`config.mk`:
```
export PLATFORM = sky130hd
export DESIGN_NAME = sprite_dma_controller
export DESIGN_NICKNAME = d
export VERILOG_FILES = /design/src/rtl/sprite_dma_controller_pkg.sv /design/src/rtl/sprite_dma_controller_addr_counter.sv /design/src/rtl/sprite_dma_controller.sv
export SDC_FILE = /design/constraint.sdc
export NUM_CORES = 1
export LEC_CHECK = 0
export CAP_MARGIN = 20
export CORE_UTILIZATION = 47
export DETAILED_ROUTE_END_ITERATION = 10
export PLACE_DENSITY = 0.77
export RECOVER_POWER = 50
export SLEW_MARGIN = 20
export SYNTH_ARGS = -nofsm -noshare
export SYNTH_HDL_FRONTEND = slang
export SYNTH_HIERARCHICAL = 1
export SYNTH_SLANG_ARGS = --single-unit
```
`constraint.sdc`:
```
create_clock -name clk -period 2.6 [get_ports clk]
set_clock_uncertainty 0.05 [all_clocks]
set_input_delay 0.78 -clock clk [delete_from_list [all_inputs] [get_ports clk]]
set_output_delay 0.78 -clock clk [all_outputs]
set_load 0.01 [all_outputs]
```
`src/rtl/sprite_dma_controller_pkg.sv`:
```
// Shared constants for the sprite DMA engine: register map,
// CTRL bit positions and controller state encoding.
package sprite_dma_controller_pkg;

    localparam logic [1:0] REG_SRC  = 2'd0;
    localparam logic [1:0] REG_DST  = 2'd1;
    localparam logic [1:0] REG_LEN  = 2'd2;
    localparam logic [1:0] REG_CTRL = 2'd3;

    localparam int CTRL_START = 0;
    localparam int CTRL_ABORT = 1;

    typedef enum logic [2:0] {
        S_IDLE = 3'd0,
        S_ARM  = 3'd1,
        S_REQ  = 3'd2,
        S_XFER = 3'd3,
        S_DONE = 3'd4
    } state_e;

endpackage

```
`src/rtl/sprite_dma_controller_addr_counter.sv`:
```
// Loadable post-incrementing address register; wraps modulo 2**W.
module dma_addr_counter
    import sprite_dma_controller_pkg::*;
#(
    parameter int W = 16
) (
    input  logic         clk_i,
    input  logic         rst_i,
    input  logic         load_i,
    input  logic [W-1:0] load_val_i,
    input  logic         inc_i,
    output logic [W-1:0] addr_o
);

    logic [W-1:0] addr_q, addr_d;

    always_comb begin
        addr_d = addr_q;
        if (load_i) begin
            addr_d = load_val_i;
        end else if (inc_i) begin
            addr_d = addr_q + W'(1);
        end
    end

    always_ff @(posedge clk_i or posedge rst_i) begin
        if (rst_i) begin
            addr_q <= '0;
        end else begin
            addr_q <= addr_d;
        end
    end

    assign addr_o = addr_q;

endmodule

```
`src/rtl/sprite_dma_controller.sv`:
```
// Vblank-gated DMA from program memory into sprite object RAM,
// configured through four CPU-visible registers.
module sprite_dma_controller
    import sprite_dma_controller_pkg::*;
#(
    parameter int ADDR_W = 16,
    parameter int DST_W  = 10,
    parameter int LEN_W  = 11
) (
    input  logic              clk,
    input  logic              rst,
    input  logic              cfg_we,
    input  logic [1:0]        cfg_sel,
    input  logic [15:0]       cfg_wdata,
    output logic [15:0]       cfg_rdata,
    input  logic              vbright,
    output logic              bus_req,
    input  logic              bus_gnt,
    output logic [ADDR_W-1:0] src_addr,
    output logic              src_en,
    input  logic [15:0]       src_data,
    output logic [DST_W-1:0]  dst_addr,
    output logic              dst_we,
    output logic [15:0]       dst_data,
    output logic              busy,
    output logic              done_irq
);

    localparam logic [LEN_W-1:0] LEN_MAX = LEN_W'(2**DST_W);

    state_e state_q, state_d;

    logic [ADDR_W-1:0] src_cfg_q, src_cfg_d;
    logic [DST_W-1:0]  dst_cfg_q, dst_cfg_d;
    logic [LEN_W-1:0]  len_q, len_d;
    logic [LEN_W-1:0]  rd_rem_q, rd_rem_d;
    logic [LEN_W-1:0]  wr_rem_q, wr_rem_d;
    logic              pend_q, pend_d;
    logic              done_q, done_d;

    logic             ctrl_wr;
    logic             abort_now;
    logic             start_now;
    logic             cfg_ok;
    logic [LEN_W-1:0] len_eff;
    logic             rd_fire;
    logic             wr_fire;
    logic             last_wr;

    assign ctrl_wr   = cfg_we && (cfg_sel == REG_CTRL);
    assign abort_now = ctrl_wr && cfg_wdata[CTRL_ABORT];
    assign start_now = ctrl_wr && cfg_wdata[CTRL_START]
                       && !cfg_wdata[CTRL_ABORT]
                       && (state_q == S_IDLE);
    assign cfg_ok    = cfg_we && (state_q == S_IDLE);
    assign len_eff   = (len_q > LEN_MAX) ? LEN_MAX : len_q;

    // A granted REQ cycle already streams its first read.
    assign rd_fire = ((state_q == S_REQ) || (state_q == S_XFER))
                     && bus_gnt && !vbright
                     && (rd_rem_q != '0) && !abort_now;
    assign wr_fire = pend_q && !abort_now;
    assign last_wr = wr_fire && (wr_rem_q == LEN_W'(1));

    always_ff @(posedge clk or posedge rst) begin
        if (rst) begin
            state_q <= S_IDLE;
        end else begin
            state_q <= state_d;
        end
    end

    always_comb begin
        state_d = state_q;
        unique case (state_q)
            S_IDLE: begin
                if (start_now) begin
                    state_d = (len_q == '0) ? S_DONE : S_ARM;
                end
            end
            S_ARM: begin
                if (!vbright) begin
                    state_d = S_REQ;
                end
            end
            S_REQ: begin
                if (vbright) begin
                    state_d = S_ARM;
                end else if (bus_gnt) begin
                    state_d = S_XFER;
                end
            end
            S_XFER: begin
                // Reads stop as soon as vbright rises, so the only
                // outstanding write drains in this same cycle.
                if (last_wr) begin
                    state_d = S_DONE;
                end else if (vbright) begin
                    state_d = S_ARM;
                end
            end
            S_DONE: begin
                state_d = S_IDLE;
            end
            default: begin
                state_d = S_IDLE;
            end
        endcase
        if (abort_now) begin
            state_d = S_IDLE;
        end
    end

    always_comb begin
        busy     = (state_q == S_ARM) || (state_q == S_REQ)
                   || (state_q == S_XFER);
        bus_req  = ((state_q == S_REQ)
                    || ((state_q == S_XFER) && !vbright))
                   && !abort_now;
        done_irq = (state_q == S_DONE);
        src_en   = rd_fire;
        dst_we   = wr_fire;
        dst_data = wr_fire ? src_data : '0;
    end

    always_comb begin
        src_cfg_d = src_cfg_q;
        dst_cfg_d = dst_cfg_q;
        len_d     = len_q;
        if (cfg_ok) begin
            unique case (cfg_sel)
                REG_SRC:  src_cfg_d = ADDR_W'(cfg_wdata);
                REG_DST:  dst_cfg_d = cfg_wdata[DST_W-1:0];
                REG_LEN:  len_d     = cfg_wdata[LEN_W-1:0];
                default:  ;
            endcase
        end
    end

    always_comb begin
        rd_rem_d = rd_rem_q;
        wr_rem_d = wr_rem_q;
        pend_d   = rd_fire;
        done_d   = done_q;
        if (start_now) begin
            rd_rem_d = len_eff;
            wr_rem_d = len_eff;
        end else begin
            if (rd_fire) begin
                rd_rem_d = rd_rem_q - LEN_W'(1);
            end
            if (wr_fire) begin
                wr_rem_d = wr_rem_q - LEN_W'(1);
            end
        end
        if (abort_now) begin
            rd_rem_d = '0;
            wr_rem_d = '0;
        end
        if (ctrl_wr) begin
            done_d = 1'b0;
        end
        if ((state_q == S_DONE) && !abort_now) begin
            done_d = 1'b1;
        end
    end

    always_ff @(posedge clk or posedge rst) begin
        if (rst) begin
            src_cfg_q <= '0;
            dst_cfg_q <= '0;
            len_q     <= '0;
            rd_rem_q  <= '0;
            wr_rem_q  <= '0;
            pend_q    <= 1'b0;
            done_q    <= 1'b0;
        end else begin
            src_cfg_q <= src_cfg_d;
            dst_cfg_q <= dst_cfg_d;
            len_q     <= len_d;
            rd_rem_q  <= rd_rem_d;
            wr_rem_q  <= wr_rem_d;
            pend_q    <= pend_d;
            done_q    <= done_d;
        end
    end

    dma_addr_counter #(
        .W (ADDR_W)
    ) u_src_cnt (
        .clk_i      (clk),
        .rst_i      (rst),
        .load_i     (start_now),
        .load_val_i (src_cfg_q),
        .inc_i      (rd_fire),
        .addr_o     (src_addr)
    );

    dma_addr_counter #(
        .W (DST_W)
    ) u_dst_cnt (
        .clk_i      (clk),
        .rst_i      (rst),
        .load_i     (start_now),
        .load_val_i (dst_cfg_q),
        .inc_i      (wr_fire),
        .addr_o     (dst_addr)
    );

    always_comb begin
        unique case (cfg_sel)
            REG_SRC:  cfg_rdata = 16'(src_cfg_q);
            REG_DST:  cfg_rdata = 16'(dst_cfg_q);
            REG_LEN:  cfg_rdata = 16'(len_q);
            REG_CTRL: cfg_rdata = {busy, done_q, 14'(wr_rem_q)};
            default:  cfg_rdata = '0;
        endcase
    end

endmodule

```
==> out/results.ini, run 1 <==
[outcome]
status = finished with violations
failed_checks = setup timing

[cts]
clock_latency_ps = 360
clock-root-buffer = clkbuf_8
clkTransAtPathRegs_ps = 80
clock-sinks = 90
tritoncts.num_buffers = 9
cts_buffer_depth = 2
tritoncts = built
htreeDepth = 3

[flow_run]
maxCapViolations = 0

[sta]
max_freq_mhz = 364
timing_max_transition_violations_final = 0
final_critical_path_setup_slack_ps = -148
rsz0062_at_grt = yes
layout_worst_path_cycle_share_pct = 106
setup-violations-final = 7
slew_headroom_pct = 42.7
worst_pin_slew_ps = 860
endpoints_failing_hold = 0
fin_crit_ps = 2750
setup_total_negative_slack_ps = -643

[die]
dieWidth_um = 105
starting_density_of_the_core_pct = 48.3
floorplan.rows = 37
dieHeight_um = 105
core_region_area_sq_mm = 0.0103
floorplan.die_area_sq_mm = 0.0110
ios = 102

[final_layout]
final_nets = 681
area_growth_syn_to_layout_pct = 35.4
diodes = 0
layout-drive-gt1-share_pct = 29.6
fillCellCount = 807

[yosys]
synth_flop_cell = dfrtp_1
synth_top_cell_area_share_pct = 45.1
syn_avg_cell_area_sq_um = 10.4
mappedNetlistNets = 525
synth_edf_count = 0
post_synthesis_cell_type_with_the_largest_combined_area = dfrtp_1
async_flop_share_pct = 100
synth.ff_latch_count = 90
synth.cell_area_sq_mm = 0.00499
synth_cell_type_count = 56
yosys_warnings = 6
synth_top_cells_by_count = 90 x dfrtp_1, 55 x nand2_1, 38 x mux2_2
synth_area_leaders = dfrtp_1 45%, mux2_2 8.6%, mux4_2 4.5%, nand2_1 4.1%, xnor2_1 3.2%
ys_seq_area_share_pct = 45.1
most_common_cell_in_the_netlist = dfrtp_1
cells_after_synthesis = 481

[setup_path]
worst-endpoint-arrival_ps = 1920
critical_path_fanout_max = 2
critical_path.cell_chain = inv_1, ha_2, or3b_4, o31a_1, and2_4, buf_6
worst-endpoint-required_ps = 1770
worstSetupPathType = flop to output port
setup.worst_path.end_class = output port
worst_path_max_delay_cell = dfrtp_1
crit_path_max_incr_delay_ps = 390
setup.reg_to_reg.worst_slack_ps = 230
cp-start-kind = flop
worstRegToRegCells = 10

[detailed_routing]
routedLengthMet1_um = 6000
drtAntennaViolNets = 0
wl_met3_um = 848
route.met2.wl_um = 6830
route.detailed.wl_per_inst_um = 17.9
detail_route.vias_per_cell = 5.66
initialDrtViolationCount = 311
route.detailed.drc = 0
highest_layer = met4
firstDrtPassIters = 5
postRouteWirelength_um = 13900
num_vias = 4405

[pwr]
cell_internal_pwr_mw = 4.12
power_frac_comb_pct = 41.0
p_switching_mw = 2.39
power.share.sequential_pct = 42.1
power.density_cell_area_mw_per_mm2 = 962
power_frac_clock_pct = 16.9
total_power_mw = 6.50
leakagePower_nw = 2.96
max-vdd-ir-drop_mv = 0.600
switching_share_pct = 36.7

[placement]
place.port_buffers = 101
globalplace.congestion = 0.848
pre_cts_slack_ps = -754
dpl.hpwl_um = 10200

[grt]
grt_pass1_wl_um = 22700
grt_antenna_before_repair = 0
first_global_vias = 4439
globalRoute.totalOverflow = 0
pin_count_of_the_biggest_net_entering_global_routing = 62
globalRouteTotalUtil_pct = 26.5

[hold_path]
worst_hold_path.num_cells = 2
worstHoldPathType = flop to flop

state kept, by name (all words and copies together) (netlist names):
name              flops
u_dst_cnt/addr_o     10
rd_rem_q             11
dst_cfg_q            10
u_src_cnt/addr_o     16
wr_rem_q             11
state_q               3
done_q                1
src_cfg_q            16
pend_q                1
len_q                11
per-stage QoR:
stage / utilization [%] / instances / hold WS, ps / cell area, sq um
2_1_floorplan: - / 481 / 410 / 5010
3_3_place_gp: 64.0 / 750 / 435 / 6600
3_5_place_dp: 64.0 / 750 / 445 / 6600
4_1_cts: 66.7 / 777 / 466 / 6890
5_1_grt: 65.5 / 778 / 492 / 6760
6_report: 65.5 / 778 / 460 / 6760
critical path: cells and delay by family, from the launching register on:
family	cells	cell delay, ps
adder cells (fa/ha/maj)	1	170
flip-flops	1	390
AND/OR/NAND/NOR	2	540
buffers and inverters	2	180
AO/OA/AOI/OAI	1	280
repair_timing:
| action | in CTS | in global routing |
|---|---|---|
| setup buffers | 7 | 1 |
| pin swaps | 5 | 3 |
| gates cloned | 4 | 0 |
| setup endpoints to repair | 45 | 25 |
| hold buffers | 0 | 0 |
| gates resized for setup | 154 | 17 |
cells in the final DEF, fill, tap and decap left out, types with 4 or more instances in the layout:
| cell type | n |
|---|---|
| a21oi_1 | 13 |
| mux2_2 | 38 |
| or4_1 | 6 |
| a31oi_1 | 4 |
| nand4_1 | 9 |
| ha_1 | 4 |
| nand3_1 | 17 |
| mux2i_1 | 7 |
| nor2b_1 | 9 |
| nor4_2 | 4 |
| o21ai_0 | 30 |
| clkbuf_2 | 5 |
| nor3_1 | 11 |
| mux4_2 | 10 |
| and2_1 | 5 |
| clkbuf_1 | 7 |
| clkdlybuf4s50_1 | 58 |
| xnor2_1 | 18 |
| nand2_1 | 55 |
| buf_4 | 53 |
| nor2_1 | 24 |
| o211ai_1 | 4 |
| xor2_1 | 11 |
| nor3_2 | 5 |
| clkbuf_8 | 11 |
| buf_2 | 28 |
| and3_1 | 18 |
| buf_12 | 4 |
| dfrtp_1 | 89 |
| inv_1 | 15 |
| nor4_1 | 6 |
| buf_6 | 5 |
path summary, 6_finish.rpt:
kind                                    start                   end
worst max-delay path              rd_rem_q[0]                src_en
worst min-delay path            src_cfg_q[13]  u_src_cnt/addr_o[13]
worst max register to register    rd_rem_q[0]  u_src_cnt/addr_o[11]
worst min register to register  src_cfg_q[13]  u_src_cnt/addr_o[13]
max in group asynchronous                 rst            state_q[0]
min in group asynchronous                 rst          dst_cfg_q[7]
area by class of cell:
cell class | instances | area [sq um] | share of cell area, %
clock buffers | 12 | 155 | 2.30
multi-input cells | 350 | 2600 | 38.4
flip-flops and latches | 90 | 2250 | 33.3
repair buffers | 171 | 1450 | 21.5
well taps | 136 | 170 | 2.52
clock inverters | 4 | 73.8 | 1.09
inverters | 15 | 56.3 | 0.833
cell families (layout without fill, tap and decap cells):
group,count (synthesis),in the layout,share of synthesized area [%]
multiplexers,55,55,14.5
adder cells (fa/ha/maj),5,5,1.25
AND/OR/NAND/NOR,187,187,21.3
AO/OA/AOI/OAI,74,74,9.28
flip-flops,90,90,45.1
XOR/XNOR,29,29,5.09
buffers and inverters,41,202,3.46
per-layer routing:
metal	vias to the layer above	track usage, %
met2	176	44.4
met1	2153	35.8
met5	-	0
li1	2052	-
met4	0	7.14
met3	24	3.99
power groups by stage:
stage	Combinational, mW	Sequential [mW]	Clock, mW
5_1_grt	2.90	2.82	1.17
3_3_place_gp	2.63	2.71	0
4_1_cts	2.71	2.72	1.11
3_5_place_dp	2.72	2.74	0
6_report	2.67	2.74	1.10
2_1_floorplan	1.47	2.63	0
Note: power is estimated with default switching activity, not from simulation.
==> inputs of run 2 (changes only) <==
Settings changed: CORE_UTILIZATION 47 to 40, PLACE_DENSITY 0.77 to 0.67.
==> out/results.ini, run 2 (synthesis results as in run 1) <==
[detailed_routing]
drtAntennaViolNets = 0
route.detailed.wl_per_inst_um = 18.5
firstDrtPassIters = 4
initialDrtViolationCount = 334
route.detailed.drc = 0
postRouteWirelength_um = 15000
num_vias = 4473
detail_route.vias_per_cell = 5.50

[sta]
fin_hold_ws_ps = 459
slew_headroom_pct = 3.55
setup-violations-final = 11
timing_max_transition_violations_final = 0
rsz0062_at_grt = yes
final_critical_path_setup_slack_ps = -90.5
max_freq_mhz = 372
worst_pin_slew_ps = 1450
setup_total_negative_slack_ps = -216
fin_crit_ps = 2690
layout_worst_path_cycle_share_pct = 103
endpoints_failing_hold = 0

[pwr]
power.density_cell_area_mw_per_mm2 = 961
leakagePower_nw = 3.02
total_power_mw = 6.83
max-vdd-ir-drop_mv = 0.571

[cts]
clock_latency_ps = 350
clkTransAtPathRegs_ps = 70
clock-sinks = 90
clock-root-buffer = clkbuf_16
htreeDepth = 3
ctsHoldBuffers = 0
tritoncts.num_buffers = 9
tritoncts = built
cts_buffer_depth = 2

[placement]
place.port_buffers = 101
globalplace.congestion = 0.923
dpl.hpwl_um = 10900

[setup_path]
worst-endpoint-arrival_ps = 1860
worst-endpoint-required_ps = 1770
critical_path_fanout_max = 2
setup.reg_to_reg.worst_slack_ps = 210
setup.worst_path.end_class = output port
worstSetupPathType = flop to output port
cp-start-kind = flop

[final_layout]
layout.area.seq_sq_mm = 0.00225
multi_input_comb_area_sq_mm = 0.00266
final_nets = 684
postLayoutCoreUtil_pct = 58.7
most_common_cell_after_layout_fill_and_taps_aside = dfrtp_1
diodes = 0
area_growth_syn_to_layout_pct = 42.4
mostFrequentLayoutCells = 89 x dfrtp_1, 58 x clkdlybuf4s50_1, 55 x nand2_1, 55 x buf_4, 38 x mux2_2
fillCellCount = 1031
layout-drive-gt1-share_pct = 32.2

[grt]
globalRouteTotalUtil_pct = 24.6
pin_count_of_the_biggest_net_entering_global_routing = 65
globalRoute.totalOverflow = 0
grt_pass1_wl_um = 24100
grt_antenna_before_repair = 0
first_global_vias = 4708

[die]
floorplan.rows = 40
core_region_area_sq_mm = 0.0121
dieHeight_um = 114
starting_density_of_the_core_pct = 41.2
floorplan.die_area_sq_mm = 0.0129
dieWidth_um = 114
ios = 102

[outcome]
status = finished with violations
failed_checks = setup timing

[hold_path]
worstHoldPathType = flop to flop

[flow_run]
maxCapViolations = 0

-- run 2: cell count changes in the layout (fill, tap and decap cells not counted), moves of 3 or more --
cell           before  now
buf_6               5   26
buf_2              28    9
and3_1             18    4
and3_4              0   14
clkbuf_8           11    0
clkbuf_16           0    9
clkbuf_1            7    2
dlygate4sd2_1       3    7
nor3_1             11   14
-- run 2: path summary, 6_finish.rpt --
path                          startpoint              endpoint  depth (start not counted)
max in group asynchronous            rst            state_q[0]                          3
max                          rd_rem_q[1]                src_en                          6
max reg2reg                   state_q[2]           rd_rem_q[0]                          8
min in group asynchronous            rst   u_dst_cnt/addr_o[8]                          2
min                        src_cfg_q[12]  u_src_cnt/addr_o[12]                          2
min reg2reg                src_cfg_q[12]  u_src_cnt/addr_o[12]                          2
-- run 2: cell type report --
class | count | share of cell area, %
Timing Repair Buffer | 174 | 22.9
Clock buffer | 9 | 3.17
Tap cell | 168 | 2.96
Clock inverter | 7 | 1.09
Inverter | 15 | 0.792
Sequential cell | 90 | 31.7
Multi-Input combinational cell | 350 | 37.4
-- run 2: timing repair --
action                                  in CTS  in global routing
endpoints found under the setup margin      43                 30
setup buffers                               10                  0
pin swaps                                   16                  2
gates cloned                                 4                  0
resized for setup                          171                 26
-- run 2: per-stage QoR --
stage | worst slack (ps) | area [sq um] | std cells
floorplan | 13.5 | 5010 | 481
global placement | -726 | 6630 | 783
detailed placement | -789 | 6630 | 783
CTS | -96.8 | 7100 | 813
global route | -160 | 7110 | 813
finish | -90.5 | 7110 | 813
-- run 2: worst max-delay path, cell delays in order (launching register included) --
cell     delay, ps
dfrtp_1        380
inv_1           60
ha_2           180
or3b_4         380
o31a_1         260
and2_4         150
buf_6          110
-- run 2: power by group --
group | total, mW | switching, mW | leakage [nW] | internal (mW)
sequential | 2.77 | 0.759 | 1.13 | 2.01
combinational | 2.72 | 1.15 | 1.74 | 1.57
clock | 1.34 | 0.587 | 0.152 | 0.755
-- run 2: metal layers --
layer | share of wire (%) | track usage [%] | wire length [um] | vias to the layer above
met5 | 0 | 0 | 0 | -
met4 | 2.7 | 11.9 | 410 | 0
met3 | 6.4 | 4.57 | 967 | 30
met2 | 49 | 40.7 | 7420 | 168
met1 | 41 | 31.1 | 6210 | 2205
li1 | - | - | - | 2070
==> inputs of run 3 (changes only) <==
Settings changed: CAP_MARGIN 20 to 25, CTS_BUF_LIST set to sky130_fd_sc_hd__clkbuf_8.
==> out/results.ini, run 3 (synthesis results as in run 1) <==
[detailed_routing]
initialDrtViolationCount = 427
postRouteWirelength_um = 14900
route.detailed.drc = 0
num_vias = 4487
firstDrtPassIters = 5
route.detailed.wl_per_inst_um = 18.3
detail_route.vias_per_cell = 5.52
drtAntennaViolNets = 0

[pwr]
power_frac_clock_pct = 15.5
cell_internal_pwr_mw = 4.02
p_switching_mw = 2.45
power_frac_comb_pct = 41.8
total_power_mw = 6.47
power.share.sequential_pct = 42.7
leakagePower_nw = 2.97
max-vdd-ir-drop_mv = 0.585
switching_share_pct = 37.9
power.density_cell_area_mw_per_mm2 = 925

[grt]
grt_antenna_before_repair = 0
globalRouteTotalUtil_pct = 24.3
globalRoute.totalOverflow = 0
grt_pass1_wl_um = 23700
first_global_vias = 4633
pin_count_of_the_biggest_net_entering_global_routing = 65

[final_layout]
layout-drive-gt1-share_pct = 31.9
fillCellCount = 1048
most_common_cell_after_layout_fill_and_taps_aside = dfrtp_1
final_std_cell_area_no_fill_sq_mm = 0.00700
area_growth_syn_to_layout_pct = 40.2
mostFrequentLayoutCells = 89 x dfrtp_1, 57 x clkdlybuf4s50_1, 56 x buf_4
layout.area.seq_sq_mm = 0.00225
multi_input_comb_area_sq_mm = 0.00265
final_nets = 684
postLayoutCoreUtil_pct = 57.8
final_cells = 813
diodes = 0

[sta]
layout_worst_path_cycle_share_pct = 105
setup_total_negative_slack_ps = -224
max_freq_mhz = 366
slew_headroom_pct = 1.78
fin_hold_ws_ps = 460
timing_max_transition_violations_final = 0
rsz0062_at_grt = yes
setup-violations-final = 10
final_critical_path_setup_slack_ps = -130
endpoints_failing_hold = 0
worst_pin_slew_ps = 1470
fin_crit_ps = 2730

[setup_path]
regToRegEndpoint = rd_rem_q[0]
cp-start-kind = flop
worst-endpoint-arrival_ps = 1900
setup.reg_to_reg.worst_slack_ps = 220
critical_path_fanout_max = 2
critical_path.cell_chain = inv_1, ha_2, or3b_4, o31a_1, and2_4, buf_6
worstSetupStartpoint = rd_rem_q[1]
worst_path_max_delay_cell = dfrtp_1
setup.worst_path.end_class = output port
rr_startpoint = state_q[2]
worst-endpoint-required_ps = 1770
worstSetupPathType = flop to output port
crit_path_max_incr_delay_ps = 390
critPathCapture = src_en
worstRegToRegCells = 8

[cts]
htreeDepth = 3
tritoncts = built
cts_buffer_depth = 2
clock_latency_ps = 380
tritoncts.num_buffers = 9
clock-root-buffer = clkbuf_8
clock-sinks = 90
clkTransAtPathRegs_ps = 100

[placement]
dp.cells = 783
dpl_cell_area_sq_mm = 0.00663
place.port_buffers = 101
pre_cts_slack_ps = -789
globalplace.congestion = 0.923
dpl.hpwl_um = 10900

[die]
floorplan.die_area_sq_mm = 0.0129
dieWidth_um = 114
floorplan.rows = 40
core_region_area_sq_mm = 0.0121
ios = 102
starting_density_of_the_core_pct = 41.2
dieHeight_um = 114

[hold_path]
worstHoldPathType = flop to flop

[flow_run]
maxCapViolations = 0

[outcome]
status = finished with violations
failed_checks = setup timing

## run 3: timing repair
action,CTS,global route
hold buffers,0,0
gates cloned,4,0
setup endpoints to repair,41,31
pin swaps,16,2
gates resized for setup,166,31
buffers inserted,10,0
## run 3: worst min path at each step
stage / from / to / slack (ps) / cells past startpoint
2_1_floorplan: dst_cfg_q[8] / u_dst_cnt/addr_o[8] / 410 / 2
3_3_place_gp: src_cfg_q[9] / u_src_cnt/addr_o[9] / 450 / 2
3_5_place_dp: src_cfg_q[12] / u_src_cnt/addr_o[12] / 450 / 2
4_1_cts: src_cfg_q[12] / u_src_cnt/addr_o[12] / 470 / 2
5_1_grt: src_cfg_q[12] / u_src_cnt/addr_o[12] / 500 / 2
6_report: src_cfg_q[12] / u_src_cnt/addr_o[12] / 460 / 2
## run 3: critical path: cells and delay by family (launching register included)
family	cells	cell delay, ps
compound gates	1	260
fa+ha+maj	1	180
flops	1	390
simple gates	2	530
buf+inv	2	170
## run 3: final cells by class
class / count / share of cell area, %
clock buffer: 9 / 1.77
tap: 168 / 3.00
multi-input combinational: 350 / 37.9
timing repair buffer: 174 / 23.2
sequential: 90 / 32.2
inverter: 15 / 0.805
clock inverter: 7 / 1.11
## run 3: power groups by stage
stage | Clock, mW | Sequential (mW) | Combinational, mW
after floorplan | 0 | 2.63 | 1.47
after global placement | 0 | 2.77 | 2.59
after detailed placement | 0 | 2.79 | 2.68
after CTS | 1.02 | 2.76 | 2.72
after global routing | 1.08 | 2.85 | 2.95
final | 1.00 | 2.77 | 2.71
## run 3: per-layer routing
layer	GRT usage (%)	up-vias	part of all wire, %
li1	-	2075	-
met1	31.2	2203	43
met2	39.7	177	49
met3	4.09	32	5.3
met4	12.2	0	3.2
met5	0	-	0
